**src/rtl/bp_btb_wr_arbiter.sv**
```systemverilog
// BTB write-port arbiter: EX corrections win outright, ID fills are bypassed
// when idle or held in a small coalescing FIFO that EX writes can kill.
module bp_btb_wr_arbiter #(
    parameter int unsigned BTB_W  = 7,
    parameter int unsigned QDEPTH = 4
) (
    input  logic                             clk,
    input  logic                             resetn,
    input  logic                             id_stall,
    input  logic                             refresh,
    input  logic                             id_btb_wen,
    input  logic [BTB_W-1:0]                 id_btb_windex,
    input  logic [31:0]                      id_btb_wtarget,
    input  logic                             ex_btb_wen,
    input  logic [BTB_W-1:0]                 ex_btb_windex,
    input  logic [31:0]                      ex_btb_wtarget,
    output logic                             btb_wen,
    output logic [BTB_W-1:0]                 btb_windex,
    output logic [31:0]                      btb_wtarget,
    output logic [$clog2(QDEPTH):0]          q_count,
    output logic [15:0]                      drop_cnt
);
    localparam int unsigned PW = $clog2(QDEPTH);
    localparam int unsigned CW = PW + 1;

    logic [QDEPTH-1:0] vld_q, vld_d, kill_q, kill_d, coal_match;
    logic [BTB_W-1:0]  idx_q [QDEPTH];
    logic [BTB_W-1:0]  idx_d [QDEPTH];
    logic [31:0]       tgt_q [QDEPTH];
    logic [31:0]       tgt_d [QDEPTH];
    logic [PW-1:0]     head_q, head_d, tail_q, tail_d;
    logic [CW-1:0]     cnt_q, cnt_d, cnt_after_pop;
    logic [15:0]       drop_q, drop_d;
    logic              wen_q, wen_d;
    logic [BTB_W-1:0]  windex_q, windex_d;
    logic [31:0]       wtarget_q, wtarget_d;

    logic idv, exv, q_empty, issue_head, silent_pop, bypass, pop;
    logic enq, ex_clash, coal_hit, push, drop_inc;

    always_comb begin
        idv        = id_btb_wen & ~id_stall & ~refresh;
        exv        = ex_btb_wen;
        q_empty    = (cnt_q == '0);
        // A flush suppresses the head pop, so the head is neither issued nor discarded.
        issue_head = ~exv & ~q_empty & ~kill_q[head_q] & ~refresh;
        silent_pop = ~exv & ~q_empty &  kill_q[head_q] & ~refresh;
        bypass     = ~exv & q_empty & idv;
        pop        = issue_head | silent_pop;
        cnt_after_pop = cnt_q - CW'(pop);

        enq      = idv & ~bypass;
        ex_clash = exv & (id_btb_windex == ex_btb_windex);
        for (int unsigned i = 0; i < QDEPTH; i++) begin
            coal_match[i] = vld_q[i] & ~kill_q[i] & (idx_q[i] == id_btb_windex)
                          & ~(pop & (head_q == PW'(i)));
        end
        coal_hit = |coal_match;
        push     = enq & ~ex_clash & ~coal_hit & (cnt_after_pop < CW'(QDEPTH));
        drop_inc = enq & ~ex_clash & ~coal_hit & ~push;
    end

    always_comb begin
        vld_d  = vld_q;
        kill_d = kill_q;
        idx_d  = idx_q;
        tgt_d  = tgt_q;
        head_d = head_q;
        tail_d = tail_q;
        cnt_d  = cnt_after_pop + CW'(push);
        drop_d = drop_q;

        for (int unsigned i = 0; i < QDEPTH; i++) begin
            if (exv && vld_q[i] && (idx_q[i] == ex_btb_windex)) kill_d[i] = 1'b1;
            if (enq && !ex_clash && coal_match[i]) tgt_d[i] = id_btb_wtarget;
        end
        if (pop) begin
            vld_d[head_q]  = 1'b0;
            kill_d[head_q] = 1'b0;
            head_d         = head_q + 1'b1;
        end
        // Push after pop so a full-queue push into the slot being freed wins.
        if (push) begin
            vld_d[tail_q]  = 1'b1;
            kill_d[tail_q] = 1'b0;
            idx_d[tail_q]  = id_btb_windex;
            tgt_d[tail_q]  = id_btb_wtarget;
            tail_d         = tail_q + 1'b1;
        end
        if (drop_inc && (drop_q != '1)) drop_d = drop_q + 16'd1;
        if (refresh) begin
            vld_d  = '0;
            kill_d = '0;
            head_d = '0;
            tail_d = '0;
            cnt_d  = '0;
        end
    end

    always_comb begin
        wen_d     = exv | issue_head | bypass;
        windex_d  = windex_q;
        wtarget_d = wtarget_q;
        if (exv) begin
            windex_d  = ex_btb_windex;
            wtarget_d = ex_btb_wtarget;
        end else if (issue_head) begin
            windex_d  = idx_q[head_q];
            wtarget_d = tgt_q[head_q];
        end else if (bypass) begin
            windex_d  = id_btb_windex;
            wtarget_d = id_btb_wtarget;
        end
    end

    always_ff @(posedge clk or negedge resetn) begin
        if (!resetn) begin
            vld_q     <= '0;
            kill_q    <= '0;
            idx_q     <= '{default: '0};
            tgt_q     <= '{default: '0};
            head_q    <= '0;
            tail_q    <= '0;
            cnt_q     <= '0;
            drop_q    <= '0;
            wen_q     <= 1'b0;
            windex_q  <= '0;
            wtarget_q <= '0;
        end else begin
            vld_q     <= vld_d;
            kill_q    <= kill_d;
            idx_q     <= idx_d;
            tgt_q     <= tgt_d;
            head_q    <= head_d;
            tail_q    <= tail_d;
            cnt_q     <= cnt_d;
            drop_q    <= drop_d;
            wen_q     <= wen_d;
            windex_q  <= windex_d;
            wtarget_q <= wtarget_d;
        end
    end

    assign btb_wen     = wen_q;
    assign btb_windex  = windex_q;
    assign btb_wtarget = wtarget_q;
    assign q_count     = cnt_q;
    assign drop_cnt    = drop_q;
endmodule

```
**config.mk**
```make
export PLATFORM = sky130hd
export DESIGN_NAME = bp_btb_wr_arbiter
export DESIGN_NICKNAME = d
export VERILOG_FILES = /design/src/rtl/bp_btb_wr_arbiter.sv
export SDC_FILE = /design/constraint.sdc
export NUM_CORES = 1
export LEC_CHECK = 0
export BUFFER_PORTS_ARGS = -buffer_cell sky130_fd_sc_hd__buf_2
export CAP_MARGIN = 20
export CORE_ASPECT_RATIO = 1.1
export CORE_MARGIN = 5
export CORE_UTILIZATION = 35
export CTS_CLUSTER_SIZE = 40
export DETAILED_ROUTE_END_ITERATION = 10
export RECOVER_POWER = 100
export SLEW_MARGIN = 20
export SYNTH_ARGS = -nofsm -noshare
export SYNTH_HDL_FRONTEND = slang
export SYNTH_SLANG_ARGS = --single-unit
```
**constraint.sdc**
```tcl
create_clock -name clk -period 5.6 [get_ports clk]
set_input_delay 0.28 -clock clk [delete_from_list [all_inputs] [get_ports clk]]
set_output_delay 0.28 -clock clk [all_outputs]
set_load 0.02 [all_outputs]
```
Yosys cells after proc, flatten, opt, wreduce, memory -nomap -nowiden
Index checks and enable logic that the tools add are counted.

$add $sub $neg: 5. Order comparisons: 8. Equality and inequality tests: 13. Mux-type cells: 44. Bitwise operators: 59. Reduce and logical (&&, ||, !) cells: 24.

Operator list (number): two-way mux 32 bit (10); bitwise mux 128 bit (1); two-way mux 128 bit (1); binary-select mux 32 bit (select 2 bit) (1); demux 32 bit (select 2 bit) (1); == test 7 bit (9); two-way mux 7 bit (6); bitwise AND 1 bit (31); bitwise mux 28 bit (1); two-way mux 4 bit (6); logical AND 1 bit (17); NOT 1 bit (17); adder 16 x 1 -> 16 bit, second input constant (1); inequality test 16 bit, second input constant (1); binary-select mux 7 bit (select 2 bit) (1); demux 7 bit (select 2 bit) (1); bitwise AND 4 bit (3); two-way mux 2 bit (4); NOT 4 bit (2); two-way mux 1 bit (7); greater-or-equal comparator 3 bit, second input constant (2); < comparator 2 x 3 -> 1 bit, second input constant (2); NOT 2 -> 3 bit (2); adder 2 x 1 -> 2 bit, second input constant (2); 18 further kinds (24).

Register bits after elaboration: 227. Input bits: 84. Output and inout bits: 59. Word-level logic and storage cells: 170.

Logic depth before layout (Yosys ltp)
Gate-level depths: netlist of the first run.

Depth in word-level cells: 16. Gate-level depth with buffers: 12. Depth with buffers taken out: 11.

Worst setup path after synthesis of the first run
No wires, ideal clock.

Kind: register to register. From: register head_q[0]. To: register tgt_q[108] in the netlist's numbering. Library setup time: 0.125 ns. Arrival time: 3.113 ns. Required time: 5.475 ns. Path slack: 2.363 ns. Stages on the path, launching flop included: 12. Period minus slack after synthesis: 3.237 ns. Path through: dfrtp_1 clkbuf_1 buf_1 inv_1 ha_1 a2111oi_1 or4_1 buf_4 nor3_4 a21oi_2 buf_6 mux2_2.

RTL lines: start, declared (RTL line 31) `logic [PW-1:0] head_q, head_d, tail_q, tail_d;`; start signal, assigned (RTL line 122) `head_q <= '0;`; start signal, assigned (RTL line 134) `head_q <= head_d;`; end signal, assigned (RTL line 133) `tgt_q <= tgt_d;`; end, declared (RTL line 29) `logic [31:0] tgt_q [QDEPTH];`.

==> metrics.txt, run 1 <==
# TYPE chip_impl_metric gauge
chip_impl_metric{name="whs",unit="ns"} 0.02049
chip_impl_metric{name="floorplan.core_area",unit="um^2"} 32290
chip_impl_metric{name="ys_ff_latch",unit=""} 227
chip_impl_metric{name="syn_avg_cell_area",unit="um^2"} 12.64
chip_impl_metric{name="dieHeight",unit="um"} 199.7
chip_impl_metric{name="maximum_number_of_pins_on_one_net_before_global_route_repair",unit=""} 126
chip_impl_metric{name="drt_iter0_drc",unit=""} 334
chip_impl_metric{name="clock_tree.buffer_depth",unit=""} 3
chip_impl_metric{name="maximum_ir_drop_on_the_vdd_rail",unit="mV"} 0.2694
chip_impl_info{name="ys.flop_type",value="sky130_fd_sc_hd__dfrtp_1"} 1
chip_impl_metric{name="routed-via-count",unit=""} 7475
chip_impl_metric{name="synthesis.nets",unit=""} 1003
chip_impl_metric{name="max_cap_violations",unit=""} 5
chip_impl_info{name="crit_slowest_cell",value="sky130_fd_sc_hd__nor3_1"} 1
chip_impl_metric{name="number_of_top_level_pins",unit=""} 143
chip_impl_metric{name="layout-drive-gt1-share",unit=""} 0.2112
chip_impl_metric{name="switching_share",unit=""} 0.2828
chip_impl_metric{name="fp.dieW",unit="um"} 182.5
chip_impl_metric{name="remaining_drc_errors",unit=""} 0
chip_impl_metric{name="number_of_setup_violations_in_the_final_report",unit=""} 0
chip_impl_metric{name="htree_levels",unit=""} 1
chip_impl_info{name="critical_path.cell_chain",value="nor3_2 > nor3_1 > a2111oi_0 > or4_1 > nor3_1 > a21oi_4 > buf_4 > mux2_1"} 1
chip_impl_metric{name="clock_skew",unit="ns"} 0.01321
chip_impl_metric{name="finalWirelength",unit="um"} 27350
chip_impl_metric{name="final_nets",unit=""} 1129
chip_impl_metric{name="cp_slowest_stage_delay",unit="ns"} 1.44
chip_impl_metric{name="timing.reg2reg.worst_path_depth",unit=""} 8
chip_impl_metric{name="critPathRequiredTime",unit="ns"} 6.00
chip_impl_metric{name="drt-pass1-iter-count",unit=""} 4
chip_impl_metric{name="leakage_power",unit="nW"} 5.852
chip_impl_metric{name="combinational_fraction_of_design_power",unit=""} 0.209
chip_impl_metric{name="max_slew_violation_total_from_the_final_report",unit=""} 239
chip_impl_metric{name="post_synth_num_cell_types",unit=""} 39
chip_impl_metric{name="number_of_antenna_violations_at_the_first_check_in_global_routing",unit=""} 1
chip_impl_info{name="timing.rr.end",value="tgt_q[105]"} 1
chip_impl_metric{name="floorplan.initialDensity",unit=""} 0.3547
chip_impl_metric{name="insertion_delay",unit="ns"} 0.53
chip_impl_metric{name="setup_tns",unit="ns"} 0
chip_impl_metric{name="worstPathBufferInverterCount",unit=""} 1
chip_impl_metric{name="worst_setup_hold_path_clk_slew",unit="ns"} 0.06
chip_impl_metric{name="clkSinkCount",unit=""} 227
chip_impl_info{name="timing_worst_setup_path_type",value="register to register"} 1
chip_impl_metric{name="grt_overflow_total",unit=""} 0
chip_impl_info{name="crit_end",value="tgt_q[105]"} 1
chip_impl_metric{name="period_share",unit=""} 0.8342
chip_impl_metric{name="timing.critical_path.depth",unit=""} 8
chip_impl_metric{name="detail_routed_via_count_per_cell",unit=""} 5.058
chip_impl_info{name="worstSetupStartpointType",value="register"} 1
chip_impl_metric{name="drt.antenna.violating_nets",unit=""} 0
chip_impl_metric{name="max_freq",unit="GHz"} 0.2141
chip_impl_metric{name="syn2layout_area_growth",unit="%"} 15.56
chip_impl_metric{name="grt_pass1_vias",unit=""} 8028
chip_impl_info{name="cell_family_with_the_largest_share_of_critical_path_delay",value="simple AND/OR/NAND/NOR gates"} 1
chip_impl_metric{name="post_cts_resize_count",unit=""} 0
chip_impl_metric{name="switchingPower",unit="mW"} 1.317
chip_impl_metric{name="yosys_warnings",unit=""} 0
chip_impl_info{name="critPathCaptureType",value="register"} 1
chip_impl_info{name="outcome",value="finished, violations left"} 1
chip_impl_metric{name="netlist_instances",unit=""} 906
chip_impl_info{name="failing_checks",value="capacitance limit, slew limit"} 1
chip_impl_info{name="cp-startpoint",value="q_count[2]"} 1
chip_impl_metric{name="ff2ff_setup_slack",unit="ns"} 0.93
chip_impl_info{name="cts_root_buffer",value="sky130_fd_sc_hd__clkbuf_16"} 1
chip_impl_metric{name="p_seq_frac",unit=""} 0.443
chip_impl_info{name="class_of_the_tightest_hold_or_removal_check",value="input pin to register"} 1
chip_impl_metric{name="synthesis.area",unit="um^2"} 11450
chip_impl_metric{name="dieArea",unit="um^2"} 36440
chip_impl_metric{name="power-per-cell-area",unit="nW/um^2"} 352.0
chip_impl_metric{name="async_reset_ff_frac",unit=""} 1.000
chip_impl_metric{name="place_hpwl",unit="um"} 17850
chip_impl_metric{name="routed_wire_length_per_instance",unit="um"} 18.50
chip_impl_metric{name="max_slew_margin",unit=""} -1.022
chip_impl_metric{name="buffer_ports.inserted",unit=""} 142
chip_impl_metric{name="grt_first_pass_wirelength",unit="um"} 44260
chip_impl_info{name="r2r-start",value="q_count[2]"} 1
chip_impl_metric{name="globalplace.congestion",unit=""} 0.8122
chip_impl_metric{name="relative_contribution_of_the_clock_network_to_total_power",unit=""} 0.348
chip_impl_metric{name="cts-buffers-inserted",unit=""} 26
chip_impl_info{name="tritoncts",value="built"} 1
chip_impl_metric{name="std_cell_rows",unit=""} 69
chip_impl_metric{name="intPower",unit="mW"} 3.341
chip_impl_metric{name="timing_hold_violations_final",unit=""} 0
chip_impl_info{name="worst_path_most_repeated_cell",value="sky130_fd_sc_hd__nor3_1"} 1
chip_impl_metric{name="worst_ep_arrival_time",unit="ns"} 5.07
chip_impl_metric{name="synth.yosys.seq_area_share",unit=""} 0.4960
chip_impl_metric{name="fin_crit",unit="ns"} 4.672
chip_impl_metric{name="synth-edff-count",unit=""} 0
chip_impl_info{name="grt_setup_unrepaired",value="no"} 1
chip_impl_metric{name="worst_slew_pin_slew",unit="ns"} 3.033
chip_impl_metric{name="max_fanout_on_critical_path",unit=""} 32
chip_impl_metric{name="track_usage",unit=""} 0.1498
==> metal layers <==
layer	part of all wire	GRT usage	wire [um]	vias up
met4	0.023	0.03642	619	2
met3	0.051	0.02967	1391	47
met5	0.00040	0	11	-
met2	0.49	0.2557	13320	148
met1	0.44	0.1981	12010	3789
li1	-	-	-	3489
==> cells in the mapped netlist (5+ instances only) <==
library cell               count  area, um^2
sky130_fd_sc_hd__clkbuf_1     23       86.33
sky130_fd_sc_hd__mux2_1      115        1295
sky130_fd_sc_hd__nand4_1      13       81.33
sky130_fd_sc_hd__nand3_1      16       80.08
sky130_fd_sc_hd__mux2i_1      40       400.4
sky130_fd_sc_hd__nor4_1       11       68.82
sky130_fd_sc_hd__xor2_1       19       166.4
sky130_fd_sc_hd__buf_1         7       26.28
sky130_fd_sc_hd__ha_1         13       162.7
sky130_fd_sc_hd__a21oi_1      46       230.2
sky130_fd_sc_hd__mux2_2       42       473.0
sky130_fd_sc_hd__dfrtp_1     227        5680
sky130_fd_sc_hd__o21ai_0      44       220.2
sky130_fd_sc_hd__inv_1        10       37.54
sky130_fd_sc_hd__mux4_2       40       900.9
sky130_fd_sc_hd__nand2_1      51       191.4
sky130_fd_sc_hd__nor3_4        5       81.33
sky130_fd_sc_hd__xnor2_1      63       551.8
sky130_fd_sc_hd__buf_6        13       146.4
sky130_fd_sc_hd__buf_2        18       90.09
sky130_fd_sc_hd__nor2_1       53       198.9
==> sequential cells by signal (all words and copies together), names as in the netlist <==
name and flops:
head_q 2, tail_q 2, idx_q 28, q_count 3, drop_cnt 16, btb_wen 1
kill_q 4, vld_q 4, tgt_q 128, btb_wtarget 32, btb_windex 7
==> through the flow <==
| stage | instance area [um^2] | cells | utilization | worst slack, ns | total power, mW |
|---|---|---|---|---|---|
| floorplan | 11450 | 906 | - | 2.363 | 2.789 |
| finish | 13230 | 1478 | 0.4099 | 0.9283 | 4.658 |
| detailed placement | 12500 | 1424 | 0.3872 | 1.453 | 3.100 |
| global placement | 12500 | 1424 | 0.3872 | 1.546 | 3.076 |
| global route | 13230 | 1477 | 0.4098 | 0.6507 | 4.931 |
| CTS | 13380 | 1477 | 0.4144 | 1.438 | 4.761 |
==> layout make-up <==
cell class / count / area, um^2
tap: 426 / 533.0
clock inverter: 9 / 92.59
sequential: 227 / 5685
clock buffer: 38 / 725.7
multi-input combinational: 607 / 5370
antenna: 1 / 2.502
timing repair buffer: 160 / 787.0
inverter: 10 / 37.54
fill: 3144 / 19050
==> power by group through the flow <==
stage	sequential, mW	combinational (mW)	clock, mW
2_1_floorplan	2.12	0.666	0
3_3_place_gp	2.08	0.994	0
3_5_place_dp	2.09	1.01	0
4_1_cts	2.06	1.02	1.68
5_1_grt	2.10	1.08	1.75
6_report	2.06	0.973	1.62
==> placed cells by master, fill, tap and decap left out, types with 42 or more instances in the layout <==
cell                         n
sky130_fd_sc_hd__o21ai_0    44
sky130_fd_sc_hd__clkbuf_1   72
sky130_fd_sc_hd__buf_2      81
sky130_fd_sc_hd__mux2_1    115
sky130_fd_sc_hd__a21oi_1    46
sky130_fd_sc_hd__xnor2_1    63
sky130_fd_sc_hd__nand2_1    51
sky130_fd_sc_hd__dfrtp_1   225
sky130_fd_sc_hd__nor2_1     53
sky130_fd_sc_hd__mux2_2     42
==> cell families after synthesis <==
kind of cell	after synthesis	synth area share
AOI/OAI and AO/OA	105	0.05135
adders and majority gates	13	0.01420
buffers and inverters	72	0.03442
xor gates and xnor gates	82	0.06271
and+or+nand+nor	170	0.07331
DFF	227	0.4960
muxes	237	0.2680
==> how the worst min path moves through the flow <==
| stage | depth (start not counted) | start | endpoint | slack, ns |
|---|---|---|---|---|
| finish | 2 | id_btb_wtarget[28] | tgt_q[60] | 0.02 |
| floorplan | 0 | resetn | btb_wen | -0.02 |
| global route | 2 | id_btb_wtarget[19] | tgt_q[83] | 0.02 |
| detailed placement | 1 | resetn | idx_q[12] | 0.40 |
| global placement | 1 | resetn | idx_q[9] | 0.40 |
| CTS | 2 | id_btb_wtarget[19] | tgt_q[83] | 0.0006 |
==> what timing repair did <==
item                       in CTS  in global routing
hold buffers                    6                  0
setup buffers                   0                  0
hold endpoints to repair      108                  0
setup endpoints to repair       0                  0
Power figures use the tool's default switching activity.
==> run 2: changes to the inputs <==
--- a/config.mk
+++ b/config.mk
@@ -5,6 +5,7 @@
 export SDC_FILE = /design/constraint.sdc
 export NUM_CORES = 1
 export LEC_CHECK = 0
+export ABC_AREA = 1
 export BUFFER_PORTS_ARGS = -buffer_cell sky130_fd_sc_hd__buf_2
 export CAP_MARGIN = 20
 export CORE_ASPECT_RATIO = 1.1
==> constraint.sdc (replaced) <==
create_clock -name clk -period 4.5 [get_ports clk]
set_input_delay 0.225 -clock clk [delete_from_list [all_inputs] [get_ports clk]]
set_output_delay 0.225 -clock clk [all_outputs]
set_load 0.02 [all_outputs]
==> metrics.txt, run 2 <==
# TYPE chip_impl_metric gauge
chip_impl_metric{name="clkSinkCount",unit=""} 227
chip_impl_metric{name="critPathRequiredTime",unit="ns"} 4.94
chip_impl_metric{name="track_usage",unit=""} 0.2144
chip_impl_metric{name="remaining_drc_errors",unit=""} 0
chip_impl_metric{name="routed-via-count",unit=""} 14499
chip_impl_info{name="crit_slowest_cell",value="sky130_fd_sc_hd__inv_1"} 1
chip_impl_metric{name="finalWirelength",unit="um"} 49980
chip_impl_metric{name="synth-edff-count",unit=""} 0
chip_impl_metric{name="grt_overflow_total",unit=""} 0
chip_impl_metric{name="routed_wire_length_per_instance",unit="um"} 18.92
chip_impl_metric{name="async_reset_ff_frac",unit=""} 1.000
chip_impl_metric{name="number_of_setup_violations_in_the_final_report",unit=""} 0
chip_impl_metric{name="drt_iter0_drc",unit=""} 1363
chip_impl_metric{name="std_cell_rows",unit=""} 77
chip_impl_metric{name="netlist_instances",unit=""} 2005
chip_impl_metric{name="syn2layout_area_growth",unit="%"} 14.66
chip_impl_metric{name="htree_levels",unit=""} 1
chip_impl_metric{name="post-synth-top-area-fraction",unit=""} 0.3974
chip_impl_metric{name="worst_ep_arrival_time",unit="ns"} 4.16
chip_impl_metric{name="grt_pass1_vias",unit=""} 14026
chip_impl_metric{name="drt-pass1-iter-count",unit=""} 6
chip_impl_metric{name="max_cap_violations",unit=""} 2
chip_impl_metric{name="drt.antenna.violating_nets",unit=""} 0
chip_impl_info{name="busiest_layer",value="met2"} 1
chip_impl_metric{name="synth.yosys.seq_area_share",unit=""} 0.3974
chip_impl_info{name="library_cell_with_the_highest_instance_count_after_synthesis",value="sky130_fd_sc_hd__nand2_1"} 1
chip_impl_metric{name="power-per-cell-area",unit="nW/um^2"} 413.8
chip_impl_metric{name="final_cell_area",unit="um^2"} 16390
chip_impl_metric{name="dpl-instance-area",unit="um^2"} 15000
chip_impl_metric{name="max_freq",unit="GHz"} 0.2684
chip_impl_metric{name="yosys_warnings",unit=""} 0
chip_impl_metric{name="area_of_combinational_cells_with_multiple_inputs",unit="um^2"} 7261
chip_impl_metric{name="max_fanout_on_critical_path",unit=""} 41
chip_impl_info{name="ys.flop_type",value="sky130_fd_sc_hd__dfrtp_1"} 1
chip_impl_metric{name="period_share",unit=""} 0.8279
chip_impl_info{name="worst_path_most_repeated_cell",value="sky130_fd_sc_hd__nand2_1"} 1
chip_impl_metric{name="number_of_antenna_violations_at_the_first_check_in_global_routing",unit=""} 3
chip_impl_metric{name="buffer_ports.inserted",unit=""} 142
chip_impl_info{name="top_cells_by_instance_count_after_synthesis",value="sky130_fd_sc_hd__nand2_1, sky130_fd_sc_hd__o21ai_0, sky130_fd_sc_hd__dfrtp_1, sky130_fd_sc_hd__nand4_1, sky130_fd_sc_hd__nor2_1"} 1
chip_impl_metric{name="worst_setup_hold_path_clk_slew",unit="ns"} 0.06
chip_impl_metric{name="layout-drive-gt1-share",unit=""} 0.08929
chip_impl_metric{name="largest_reg_flops",unit=""} 128
chip_impl_metric{name="place.detailed.instances",unit=""} 2532
chip_impl_metric{name="layout.area.seq",unit="um^2"} 5680
chip_impl_metric{name="ys_ff_latch",unit=""} 227
chip_impl_metric{name="insertion_delay",unit="ns"} 0.57
chip_impl_metric{name="worst_slew_pin_slew",unit="ns"} 2.261
chip_impl_metric{name="max_slew_violation_total_from_the_final_report",unit=""} 83
chip_impl_info{name="timing_worst_setup_path_type",value="register to register"} 1
chip_impl_metric{name="maximum_number_of_pins_on_one_net_before_global_route_repair",unit=""} 110
chip_impl_metric{name="cts-buffers-inserted",unit=""} 28
chip_impl_info{name="cts_root_buffer",value="sky130_fd_sc_hd__clkbuf_16"} 1
chip_impl_metric{name="final_nets",unit=""} 2203
chip_impl_metric{name="cp_slowest_stage_delay",unit="ns"} 0.92
chip_impl_metric{name="number_of_top_level_pins",unit=""} 143
chip_impl_info{name="synthDominantAreaCellType",value="sky130_fd_sc_hd__dfrtp_1"} 1
chip_impl_metric{name="dieHeight",unit="um"} 222.0
chip_impl_metric{name="fp.dieW",unit="um"} 202.7
chip_impl_metric{name="floorplan.core_area",unit="um^2"} 40270
chip_impl_metric{name="clock_tree.buffer_depth",unit=""} 3
chip_impl_metric{name="grt_use_met3",unit=""} 0.03365
chip_impl_metric{name="fin_ws",unit="ns"} 0.7742
chip_impl_metric{name="floorplan.initialDensity",unit=""} 0.3550
chip_impl_metric{name="syn_avg_cell_area",unit="um^2"} 7.130
chip_impl_info{name="synth_top_cells_by_area",value="sky130_fd_sc_hd__dfrtp_1, sky130_fd_sc_hd__nand2_1, sky130_fd_sc_hd__o21ai_0, sky130_fd_sc_hd__nand4_1, sky130_fd_sc_hd__nor2_1"} 1
chip_impl_metric{name="dp_slack",unit="ns"} 1.165
chip_impl_metric{name="setup_tns",unit="ns"} 0
chip_impl_metric{name="finish.cell_count_without_fillers",unit=""} 2642
chip_impl_metric{name="synthesis.nets",unit=""} 2102
chip_impl_metric{name="timing_hold_violations_final",unit=""} 0
chip_impl_metric{name="leakage_power",unit="nW"} 7.960
chip_impl_info{name="tritoncts",value="built"} 1
chip_impl_metric{name="post_synth_num_cell_types",unit=""} 37
chip_impl_metric{name="fillerInstances",unit=""} 4196
chip_impl_metric{name="clock_skew",unit="ns"} 0.01540
chip_impl_metric{name="synthesis.area",unit="um^2"} 14290
chip_impl_info{name="critical_path.cell_chain",value="inv_1 > ha_1 > nand4_1 > nand3_1 > nand2_1 > nor2_4 > nand4_4 > nand2_1 > nand2_1"} 1
chip_impl_metric{name="fin_crit",unit="ns"} 3.726
chip_impl_metric{name="dieArea",unit="um^2"} 44990
chip_impl_info{name="class_of_the_tightest_hold_or_removal_check",value="input pin to register"} 1
chip_impl_info{name="outcome",value="finished, violations left"} 1
chip_impl_metric{name="grt_util_met2",unit=""} 0.3457
chip_impl_metric{name="max_slew_margin",unit=""} -0.5070
chip_impl_metric{name="globalplace.congestion",unit=""} 0.9313
chip_impl_info{name="worstSetupStartpointType",value="register"} 1
chip_impl_metric{name="maximum_ir_drop_on_the_vdd_rail",unit="mV"} 0.2774
chip_impl_metric{name="place_hpwl",unit="um"} 29270
chip_impl_metric{name="grt_first_pass_wirelength",unit="um"} 79480
chip_impl_info{name="layout.cells.most_common",value="sky130_fd_sc_hd__nand2_1"} 1
chip_impl_metric{name="post_cts_resize_count",unit=""} 0
chip_impl_info{name="most-common-layout-cells",value="sky130_fd_sc_hd__nand2_1, sky130_fd_sc_hd__o21ai_0, sky130_fd_sc_hd__dfrtp_1"} 1
chip_impl_metric{name="gr-usage-met1",unit=""} 0.2983
chip_impl_info{name="failing_checks",value="capacitance limit, slew limit"} 1
chip_impl_info{name="grt_setup_unrepaired",value="no"} 1
chip_impl_metric{name="detail_routed_via_count_per_cell",unit=""} 5.488
chip_impl_info{name="largest_register",value="tgt_q"} 1
chip_impl_info{name="critPathCaptureType",value="register"} 1
[run 2: path summary, 6_finish.rpt]
check,start,to,slack (ns),depth (start not counted)
min,ex_btb_wtarget[10],btb_wtarget[10],0.02,4
max reg2reg,head_q[0],tgt_q[97],0.77,9
max,head_q[0],tgt_q[97],0.77,9
min reg2reg,btb_windex[1],btb_windex[1],0.48,2
min in group asynchronous,resetn,drop_cnt[11],0.88,2
max in group asynchronous,resetn,tgt_q[45],1.61,3
[run 2: cell families after synthesis]
kind of cell | after synthesis | synth area share
simple gates | 1028 | 0.3170
fa+ha+maj | 13 | 0.01138
compound gates | 443 | 0.1660
xor+xnor | 20 | 0.01225
flops | 227 | 0.3974
buf+inv | 274 | 0.09593
[run 2: per-stage QoR]
| step | hold WS [ns] | total power, mW | util |
|---|---|---|---|
| 6_report | 0.01881 | 6.782 | 0.4070 |
| 5_1_grt | 0.02147 | 7.192 | 0.4069 |
| 4_1_cts | 0.0004058 | 6.843 | 0.4095 |
| 3_5_place_dp | 0.2856 | 4.502 | 0.3725 |
| 3_3_place_gp | 0.2886 | 4.471 | 0.3725 |
| 2_1_floorplan | -0.07059 | 3.922 | - |
[run 2: final cells by class]
cell class / instances / area share
antenna: 1 / 0.0001527
clock buffer: 40 / 0.05046
clock inverter: 12 / 0.005649
inverter: 121 / 0.02771
multi-input combinational: 1504 / 0.4430
sequential: 227 / 0.3466
tap: 513 / 0.03916
timing repair buffer: 224 / 0.08733
[run 2: power breakdown]
part           switching [mW]  total [mW]  internal (mW)
Combinational            1.25        1.88          0.625
Clock                   0.941        2.27           1.33
Sequential              0.241        2.63           2.39
[run 2: routing by layer]
metal,vias up,share of wire
li1,6937,-
met1,6866,0.44
met2,599,0.46
met3,93,0.070
met4,4,0.027
met5,-,0.00042
[run 2: timing repair]
item / in CTS / in global routing
hold buffers: 57 / 0
hold endpoints to repair: 235 / 0
setup buffers: 0 / 0
[run 2: worst max-delay path: cells and delay by family (launching register included)]
family        cells  cell delay (ns)
buf+inv           1             0.92
fa+ha+maj         1             0.28
flops             1             0.51
simple gates      7             1.88
==> run 3: changes to the inputs <==
==> constraint.sdc (replaced) <==
create_clock -name clk -period 3.2 [get_ports clk]
set_input_delay 0.16 -clock clk [delete_from_list [all_inputs] [get_ports clk]]
set_output_delay 0.16 -clock clk [all_outputs]
set_load 0.02 [all_outputs]
==> metrics.txt, run 3 (synthesized netlist as in run 2, its figures left out) <==
# TYPE chip_impl_metric gauge
chip_impl_info{name="outcome",value="finished, violations left"} 1
chip_impl_info{name="failing_checks",value="capacitance limit, slew limit"} 1
chip_impl_metric{name="remaining_drc_errors",unit=""} 0
chip_impl_info{name="layout.cells.most_common",value="sky130_fd_sc_hd__nand2_1"} 1
chip_impl_info{name="timing_worst_setup_path_type",value="register to register"} 1
chip_impl_metric{name="max_fanout_on_critical_path",unit=""} 34
chip_impl_metric{name="worst_slew_pin_slew",unit="ns"} 2.387
chip_impl_metric{name="number_of_top_level_pins",unit=""} 143
chip_impl_info{name="grt_setup_unrepaired",value="no"} 1
chip_impl_metric{name="leakage_power",unit="nW"} 8.169
chip_impl_metric{name="fillerInstances",unit=""} 4197
chip_impl_metric{name="largest_reg_flops",unit=""} 128
chip_impl_metric{name="number_of_setup_violations_in_the_final_report",unit=""} 0
chip_impl_metric{name="detail_routed_via_count_per_cell",unit=""} 5.445
chip_impl_metric{name="dp_slack",unit="ns"} 0.4609
chip_impl_metric{name="maximum_number_of_pins_on_one_net_before_global_route_repair",unit=""} 105
chip_impl_metric{name="routed_wire_length_per_instance",unit="um"} 19.23
chip_impl_metric{name="final_cell_area",unit="um^2"} 16800
chip_impl_metric{name="critPathRequiredTime",unit="ns"} 3.65
chip_impl_metric{name="post_cts_resize_count",unit=""} 0
chip_impl_metric{name="finalCoreUtilization",unit=""} 0.4172
chip_impl_info{name="largest_register",value="tgt_q"} 1
chip_impl_metric{name="finalWirelength",unit="um"} 51360
chip_impl_metric{name="drt-pass1-iter-count",unit=""} 5
chip_impl_metric{name="insertion_delay",unit="ns"} 0.58
chip_impl_metric{name="hold_path_depth",unit=""} 5
chip_impl_metric{name="timing_hold_violations_final",unit=""} 0
chip_impl_info{name="cts_root_buffer",value="sky130_fd_sc_hd__clkbuf_16"} 1
chip_impl_metric{name="clock_tree.buffer_depth",unit=""} 3
chip_impl_metric{name="max_slew_margin",unit=""} -0.5913
chip_impl_metric{name="area_of_combinational_cells_with_multiple_inputs",unit="um^2"} 7227
chip_impl_metric{name="whs",unit="ns"} 0.03228
chip_impl_metric{name="fin_crit",unit="ns"} 2.919
chip_impl_metric{name="timing.critical_path.depth",unit=""} 8
chip_impl_metric{name="fp.dieW",unit="um"} 202.7
chip_impl_info{name="worst_path_most_repeated_cell",value="sky130_fd_sc_hd__inv_1"} 1
chip_impl_metric{name="htree_levels",unit=""} 1
chip_impl_metric{name="final_nets",unit=""} 2232
chip_impl_metric{name="syn2layout_area_growth",unit="%"} 17.53
chip_impl_metric{name="finish.cell_count_without_fillers",unit=""} 2671
chip_impl_info{name="crit_slowest_cell",value="sky130_fd_sc_hd__inv_1"} 1
chip_impl_metric{name="place.detailed.instances",unit=""} 2547
chip_impl_info{name="critical_path.cell_chain",value="inv_1 > clkbuf_2 > a21oi_1 > o21ai_0 > o21ai_1 > a21boi_4 > inv_1 > o21a_1"} 1
chip_impl_metric{name="maximum_ir_drop_on_the_vdd_rail",unit="mV"} 0.3886
chip_impl_metric{name="worstPathBufferInverterCount",unit=""} 3
chip_impl_metric{name="dpl-instance-area",unit="um^2"} 15180
chip_impl_info{name="worstSetupStartpointType",value="register"} 1
chip_impl_metric{name="place_hpwl",unit="um"} 30490
chip_impl_metric{name="cts-buffers-inserted",unit=""} 28
chip_impl_metric{name="clkSinkCount",unit=""} 227
chip_impl_metric{name="max_freq",unit="GHz"} 0.3426
chip_impl_metric{name="timing.reg2reg.worst_path_depth",unit=""} 8
chip_impl_info{name="most-common-layout-cells",value="sky130_fd_sc_hd__nand2_1, sky130_fd_sc_hd__o21ai_0, sky130_fd_sc_hd__dfrtp_1"} 1
chip_impl_metric{name="floorplan.initialDensity",unit=""} 0.3550
chip_impl_info{name="class_of_the_tightest_hold_or_removal_check",value="input pin to register"} 1
chip_impl_metric{name="layout.area.seq",unit="um^2"} 5680
chip_impl_info{name="critPathCaptureType",value="register"} 1
chip_impl_metric{name="drt_iter0_drc",unit=""} 1421
chip_impl_metric{name="total_power",unit="mW"} 10.02
chip_impl_metric{name="std_cell_rows",unit=""} 77
chip_impl_metric{name="setup_tns",unit="ns"} 0
chip_impl_metric{name="dieHeight",unit="um"} 222.0
chip_impl_metric{name="grt_first_pass_wirelength",unit="um"} 81030
chip_impl_metric{name="routed-via-count",unit=""} 14543
chip_impl_metric{name="max_slew_violation_total_from_the_final_report",unit=""} 85
chip_impl_metric{name="dieArea",unit="um^2"} 44990
chip_impl_info{name="tritoncts",value="built"} 1
chip_impl_metric{name="max_cap_violations",unit=""} 1
chip_impl_metric{name="cp_slowest_stage_delay",unit="ns"} 0.74
chip_impl_metric{name="period_share",unit=""} 0.9121
chip_impl_metric{name="worst_setup_hold_path_clk_slew",unit="ns"} 0.06
chip_impl_metric{name="track_usage",unit=""} 0.2204
chip_impl_metric{name="clock_skew",unit="ns"} 0.01620
chip_impl_metric{name="globalplace.congestion",unit=""} 0.9156
chip_impl_metric{name="floorplan.core_area",unit="um^2"} 40270
chip_impl_metric{name="grt_pass1_vias",unit=""} 14345
chip_impl_info{name="cell_family_with_the_largest_share_of_critical_path_delay",value="compound AO/OA/AOI/OAI gates"} 1
chip_impl_metric{name="worst_ep_arrival_time",unit="ns"} 3.37
chip_impl_metric{name="drt.antenna.violating_nets",unit=""} 0
chip_impl_metric{name="buffer_ports.inserted",unit=""} 142
chip_impl_metric{name="number_of_antenna_violations_at_the_first_check_in_global_routing",unit=""} 4
chip_impl_metric{name="fin_ws",unit="ns"} 0.2814
chip_impl_metric{name="layout-drive-gt1-share",unit=""} 0.09601
chip_impl_metric{name="power-per-cell-area",unit="nW/um^2"} 596.6
chip_impl_metric{name="grt_overflow_total",unit=""} 0
run 3: changes by cell type in the layout (fill, tap and decap cells not counted), moves of 2 or more:
cell                            before  now
sky130_fd_sc_hd__dlygate4sd3_1      57   71
sky130_fd_sc_hd__buf_4              19   29
sky130_fd_sc_hd__buf_12              3    8
sky130_fd_sc_hd__bufinv_16           1    6
sky130_fd_sc_hd__clkinv_2            9    4
sky130_fd_sc_hd__clkbuf_1           64   61
sky130_fd_sc_hd__nand4_4             5    2
sky130_fd_sc_hd__nand4_1           187  189
run 3: tightest hold or removal path, cell delays in order:
cell and delay (ns):
sky130_fd_sc_hd__buf_2 0.12, sky130_fd_sc_hd__inv_2 0.11, sky130_fd_sc_hd__nand2_1 0.09, sky130_fd_sc_hd__nand2_1 0.05
sky130_fd_sc_hd__nand2_1 0.06
run 3: layout make-up:
class,count,share of cell area
timing repair buffer,253,0.1037
multi-input combinational,1504,0.4301
antenna,2,0.0002979
sequential,227,0.3381
inverter,121,0.02703
tap,513,0.03820
clock inverter,14,0.01460
clock buffer,37,0.04789
run 3: worst paths after layout:
check	endpoint	slack, ns	startpoint
min	btb_windex[1]	0.03	ex_btb_wen
max reg2reg	btb_wtarget[1]	0.28	head_q[1]
min reg2reg	btb_wtarget[25]	0.49	btb_wtarget[25]
max	btb_wtarget[1]	0.28	head_q[1]
min in group asynchronous	drop_cnt[8]	0.80	resetn
max in group asynchronous	tgt_q[98]	0.86	resetn
run 3: timing repair:
item,4_1_cts,5_1_grt
endpoints found under the hold margin,270,0
setup buffers,0,0
hold buffers,71,0
run 3: power breakdown:
part / switching, mW / internal, mW / total (mW)
logic: 1.77 / 0.914 / 2.69
registers: 0.345 / 3.36 / 3.71
clock network: 1.38 / 2.25 / 3.63
total: 3.50 / 6.53 / 10.0
run 3: per-layer routing:
metal | part of all wire | global-route usage | vias up
met5 | 0.00053 | 0 | -
met4 | 0.025 | 0.07426 | 4
met3 | 0.074 | 0.04037 | 93
met2 | 0.47 | 0.3591 | 584
met1 | 0.43 | 0.2964 | 6860
li1 | - | - | 7002
